==> src/rtl/step_chart_gen_pkg.sv <==
// Shared encodings for the step chart generator: phase codes, column
// indices and the per-level arrow density thresholds.
package step_chart_gen_pkg;

  // Phase encoding, also driven directly on the phase output.
  typedef enum logic [1:0] {
    PH_IDLE  = 2'd0,
    PH_INTRO = 2'd1,
    PH_PLAY  = 2'd2,
    PH_REST  = 2'd3
  } phase_e;

  // Column index of each bit in the spawn pattern.
  localparam logic [1:0] COL_LEFT  = 2'd0;
  localparam logic [1:0] COL_UP    = 2'd1;
  localparam logic [1:0] COL_DOWN  = 2'd2;
  localparam logic [1:0] COL_RIGHT = 2'd3;

  // An arrow is attempted when lfsr[7:0] is below this threshold;
  // the entry is selected by the latched difficulty level.
  localparam logic [3:0][7:0] DENSITY_T = {8'd208, 8'd160, 8'd112, 8'd64};

endpackage

==> src/rtl/step_chart_gen_lfsr10.sv <==
// 10-bit Fibonacci LFSR, x^10 + x^7 + 1, shifting left every clock.
module step_lfsr10 #(
  parameter logic [9:0] SEED = 10'h2A5
) (
  input  logic       clk,
  input  logic       reset,
  output logic [9:0] state
);

  logic [9:0] state_q;
  logic [9:0] state_d;

  // Next state: shift left, feedback from taps 9 and 6.
  always_comb begin
    state_d = {state_q[8:0], state_q[9] ^ state_q[6]};
  end

  // Free-running register; a nonzero seed keeps it off the all-zero lockup.
  always_ff @(posedge clk or posedge reset) begin
    if (reset) state_q <= SEED;
    else       state_q <= state_d;
  end

  assign state = state_q;

endmodule

==> src/rtl/step_chart_gen.sv <==
// Step chart generator: turns the beat tick and an LFSR into a playable
// per-beat arrow pattern with intro/rest phrasing, per-column cooldown and
// limited jumps.
module step_chart_gen
  import step_chart_gen_pkg::*;
#(
  parameter logic [9:0] SEED       = 10'h2A5,
  parameter int         INTRO_LEN  = 8,
  parameter int         PHRASE_LEN = 16,
  parameter int         REST_LEN   = 4,
  parameter int         MIN_GAP    = 2
) (
  input  logic       clk,
  input  logic       reset,
  input  logic       enable,
  input  logic       beat,
  input  logic [1:0] level,
  output logic [3:0] spawn,
  output logic       spawned,
  output logic [1:0] phase
);

  localparam int CNT_W = 8;

  logic [9:0]       lfsr;
  phase_e           phase_q, phase_d;
  logic [CNT_W-1:0] cnt_q, cnt_d;
  logic [1:0]       level_q, level_d;
  logic [3:0][1:0]  cool_q, cool_d;
  logic [3:0]       spawn_q, spawn_d;
  logic             spawned_q, spawned_d;

  logic [3:0] free_col;
  logic [3:0] pattern;
  logic [1:0] probe;
  logic [1:0] prim;
  logic [1:0] second;
  logic       found;
  logic       prev_single;

  step_lfsr10 #(.SEED(SEED)) u_lfsr (
    .clk   (clk),
    .reset (reset),
    .state (lfsr)
  );

  // Candidate pattern for this beat from the current LFSR value and cooldowns.
  always_comb begin
    pattern     = 4'b0000;
    found       = 1'b0;
    prim        = lfsr[1:0];
    probe       = lfsr[1:0];
    second      = 2'd0;
    prev_single = (spawn_q != 4'b0000) && ((spawn_q & (spawn_q - 4'd1)) == 4'b0000);
    for (int i = 0; i < 4; i++) begin
      free_col[i] = (cool_q[i] == 2'd0);
    end
    if (lfsr[7:0] < DENSITY_T[level_q]) begin
      // Probe from the highest offset down so the lowest free offset wins.
      for (int k = 3; k >= 0; k--) begin
        probe = lfsr[1:0] + 2'(k);
        if (free_col[probe]) begin
          prim  = probe;
          found = 1'b1;
        end
      end
      if (found) begin
        pattern[prim] = 1'b1;
        // Jumps only follow a single arrow, so two jump beats never touch.
        if (level_q >= 2'd2 && lfsr[9:8] == 2'b11 && prev_single) begin
          second = prim + 2'd1 + {1'b0, lfsr[2]};
          if (free_col[second]) pattern[second] = 1'b1;
        end
      end
    end
  end

  // Phase sequencing, level latch, cooldown bookkeeping and output pattern.
  always_comb begin
    phase_d   = phase_q;
    cnt_d     = cnt_q;
    level_d   = level_q;
    cool_d    = cool_q;
    spawn_d   = spawn_q;
    spawned_d = 1'b0;
    if (!enable) begin
      // Dropping enable wins over a coincident beat.
      phase_d = PH_IDLE;
      cnt_d   = '0;
      spawn_d = 4'b0000;
      cool_d  = '0;
    end else begin
      case (phase_q)
        PH_IDLE: begin
          phase_d = PH_INTRO;
          cnt_d   = '0;
          spawn_d = 4'b0000;
        end
        PH_INTRO: begin
          if (beat) begin
            spawn_d = 4'b0000;
            if (cnt_q == CNT_W'(INTRO_LEN - 1)) begin
              phase_d = PH_PLAY;
              cnt_d   = '0;
              level_d = level;
            end else begin
              cnt_d = cnt_q + 1'b1;
            end
          end
        end
        PH_PLAY: begin
          if (beat) begin
            spawn_d   = pattern;
            spawned_d = (pattern != 4'b0000);
            for (int i = 0; i < 4; i++) begin
              if (pattern[i])              cool_d[i] = 2'(MIN_GAP);
              else if (cool_q[i] != 2'd0) cool_d[i] = cool_q[i] - 2'd1;
            end
            if (cnt_q == CNT_W'(PHRASE_LEN - 1)) begin
              phase_d = PH_REST;
              cnt_d   = '0;
            end else begin
              cnt_d = cnt_q + 1'b1;
            end
          end
        end
        default: begin
          if (beat) begin
            spawn_d = 4'b0000;
            for (int i = 0; i < 4; i++) begin
              if (cool_q[i] != 2'd0) cool_d[i] = cool_q[i] - 2'd1;
            end
            if (cnt_q == CNT_W'(REST_LEN - 1)) begin
              phase_d = PH_PLAY;
              cnt_d   = '0;
              level_d = level;
            end else begin
              cnt_d = cnt_q + 1'b1;
            end
          end
        end
      endcase
    end
  end

  // State and registered outputs; reset clears everything at once.
  always_ff @(posedge clk or posedge reset) begin
    if (reset) begin
      phase_q   <= PH_IDLE;
      cnt_q     <= '0;
      level_q   <= 2'd0;
      cool_q    <= '0;
      spawn_q   <= 4'b0000;
      spawned_q <= 1'b0;
    end else begin
      phase_q   <= phase_d;
      cnt_q     <= cnt_d;
      level_q   <= level_d;
      cool_q    <= cool_d;
      spawn_q   <= spawn_d;
      spawned_q <= spawned_d;
    end
  end

  assign spawn   = spawn_q;
  assign spawned = spawned_q;
  assign phase   = phase_q;

endmodule

==> config.mk <==
export PLATFORM = sky130hd
export DESIGN_NAME = step_chart_gen
export DESIGN_NICKNAME = d
export VERILOG_FILES = /design/src/rtl/step_chart_gen_pkg.sv /design/src/rtl/step_chart_gen_lfsr10.sv /design/src/rtl/step_chart_gen.sv
export SDC_FILE = /design/constraint.sdc
export NUM_CORES = 1
export LEC_CHECK = 0
export BUFFER_PORTS_ARGS = -buffer_cell sky130_fd_sc_hd__buf_4
export CORE_MARGIN = 1
export CORE_UTILIZATION = 50
export DETAILED_ROUTE_END_ITERATION = 12
export GPL_TIMING_DRIVEN = 0
export PLACE_DENSITY = 0.78
export SLEW_MARGIN = 20
export SYNTH_ARGS = -nofsm -noshare
export SYNTH_HDL_FRONTEND = slang
export SYNTH_HIERARCHICAL = 1
export SYNTH_SLANG_ARGS = --single-unit
==> constraint.sdc <==
create_clock -name clk -period 2.8 [get_ports clk]
set_input_delay 0.14 -clock clk [delete_from_list [all_inputs] [get_ports clk]]
set_output_delay 0.14 -clock clk [all_outputs]
set_load 0.005 [all_outputs]
==> impl_metrics.yaml <==
place:
  gpl.final_weighted_congestion: 0.857
  place_ws_ns: 0.171
  port-buffer-count: 12
  detailed_place.area_mm2: 0.00235
  detailedPlacementHpwl_um: 3340
setup_path:
  timing.critical_path.mode_cell: "sky130_fd_sc_hd__o21ai_0"
  cp_max_fo: 7
  worst-path-stages: 8
  critical_path.cell_chain: "nor2_2, o21bai_1, a221o_1, ha_1, o21ai_0, nor3_1, mux2i_2, o21ai_0"
  critical_path.top_delay_family: "compound AO/OA/AOI/OAI gates"
  r2r_cells: 8
  startpoint_type: "register"
  crit_path_end_kind: "register"
  criticalPathCategory: "reg2reg"
  arrival_ns: 2.85
  cp_data_required_time_ns: 2.95
  cp_slowest_stage_delay_ns: 0.46
  number_of_buffer_and_inverter_instances_along_the_worst_setup_path: 0
  critPathSlowestCell: "sky130_fd_sc_hd__a221o_1"
routing:
  route.vias.total: 1799
  wl_um: 4590
  wl_per_cell_um: 15.2
  drt_pass_1_iters: 4
  drt_drc_violations_left: 0
  route.detailed.vias_per_inst: 5.96
  detailedRoute.firstIterationViolations: 102
  drt.antenna.violating_nets: 0
status:
  status: "complete, no violations"
global_routing:
  first_global_vias: 1743
  grt.overflow.total: 0
  grt_first_pass_wirelength_um: 7960
  grt_antenna_before_repair: 0
  largest_net_degree_at_the_start_of_global_routing: 26
  grtUsageTotal_pct: 23.7
synth:
  mappedNetlistNets: 248
  avgSynthCellArea_um2: 9.50
  post_synthesis_cell_count: 231
  synth.yosys.warnings: 6
  syn_area_mm2: 0.00219
clocking:
  worstSkewPairLatency_ns: 0.29
  tritoncts: "built"
  path_clk_slew_ns: 0.07
  cts_setup_buffers: 0
  clk_root_buffer_cell: "sky130_fd_sc_hd__clkbuf_8"
  cts_inserted_buffers: 5
  cts-htree-levels: 2
  cts.path.max_buffers: 2
  tritoncts_num_sinks: 35
sta:
  final_hold_viol_count: 0
  report.final.slew_viol_count: 0
  fin_setup_tns_ns: 0
  fin_crit_sh_pct: 96.3
  timing.final.ws_setup_ns: 0.103
  clock_skew_ns: 0.00766
  fmax_mhz: 371
  finalSetupViolCount: 0
  slew-limit-headroom_pct: 57.9
  setup_repair_after_global_routing_missed_its_margin: "no"
  post-route-min-period_ns: 2.70
  worst-slew-pin-transition_ns: 0.627
final_layout:
  final_layout_size_suffix_gt1_share_pct: 18.7
  antenna_cells_inserted: 0
  nNetsFinal: 268
  area_growth_pct: 11.8
  utilization_pct: 59.6
  final_cell_area_mm2: 0.00245
worst_hold_path:
  hold_path.class: "in2reg"
  whs_path_depth: 2
floorplan:
  fp.dieH_um: 68.3
  die_width_um: 68.3
  core_area_mm2: 0.00412
  floorplan.rows: 23
  floorplan.initialDensity_pct: 53.3
  die_area_mm2: 0.00466
  pin_count: 13
power_and_ir_drop:
  power-per-cell-area_mw_per_mm2: 581
  worst_ir_drop_vdd_mv: 0.576
  power_leakage_nw: 1.15
job:
  max_cap_viol_count: 0
[registers in the layout, indices dropped and copies added (netlist names)]
name and count:
u_lfsr/state 10, level_q 2, spawn 4, cnt_q 8, spawned 1, phase 2
cool_q 8
[timing repair]
item	4_1_cts	5_1_grt
resized for setup	0	1
endpoints found under the setup margin	0	1
endpoints found under the hold margin	5	0
hold buffers	1	0
[layout by cell type, fill, tap and decap left out, types with 7 or more instances in the layout]
cell type / instances
sky130_fd_sc_hd__a21oi_1: 12
sky130_fd_sc_hd__and3_1: 8
sky130_fd_sc_hd__buf_4: 20
sky130_fd_sc_hd__dfrtp_1: 30
sky130_fd_sc_hd__ha_1: 11
sky130_fd_sc_hd__inv_1: 10
sky130_fd_sc_hd__nand2_1: 17
sky130_fd_sc_hd__nand3_1: 7
sky130_fd_sc_hd__nor2_1: 12
sky130_fd_sc_hd__nor3_1: 9
sky130_fd_sc_hd__o21ai_0: 21
[worst register-to-register path: stages (launching register included)]
cell                       delay (ns)
sky130_fd_sc_hd__dfrtp_1         0.43
sky130_fd_sc_hd__nor2_2          0.32
sky130_fd_sc_hd__o21bai_1        0.10
sky130_fd_sc_hd__a221o_1         0.46
sky130_fd_sc_hd__ha_1            0.37
sky130_fd_sc_hd__o21ai_0         0.24
sky130_fd_sc_hd__nor3_1          0.09
sky130_fd_sc_hd__mux2i_2         0.37
sky130_fd_sc_hd__o21ai_0         0.18
[area by class of cell]
cell class	instances	area (um^2)
buffer	16	100
clock buffer	7	86.3
clock inverter	1	5.00
fill	385	1660
inverter	11	41.3
multi-input combinational	169	1180
sequential	35	882
tap	50	62.6
timing repair buffer	13	100
[routing by layer]
layer  track usage, %  vias to the layer above  routed length (um)
li1                 -                      874                   -
met1             31.6                      875                2090
met2             37.1                       42                2200
met3             5.67                        8                 230
met4             9.11                        0                  73
met5                0                        -                   0
[metrics by stage]
step	hold WS (ns)	cells	total power [mW]
global route	0.0851	302	1.52
detailed placement	0.140	293	1.04
floorplan	-0.0234	231	0.919
CTS	0.0829	302	1.43
global placement	0.134	293	1.03
finish	0.0871	302	1.43
[worst paths after layout]
kind | startpoint | end | slack [ns]
setup / recovery | cool_q[6] | spawn[1] | 0.10
hold / removal | level[0] | level_q[0] | 0.09
setup reg to reg | cool_q[6] | spawn[1] | 0.10
hold reg to reg | u_lfsr/state[3] | u_lfsr/state[4] | 0.36
max in group asynchronous | reset | cool_q[1] | 1.98
min in group asynchronous | reset | u_lfsr/state[6] | 0.38
[where the power goes]
group          switching (mW)  leakage [nW]  internal, mW
Combinational           0.286         0.635         0.183
Clock                   0.178        0.0482         0.198
Sequential             0.0396         0.467         0.541
Note: power is estimated with default switching activity, not from simulation.
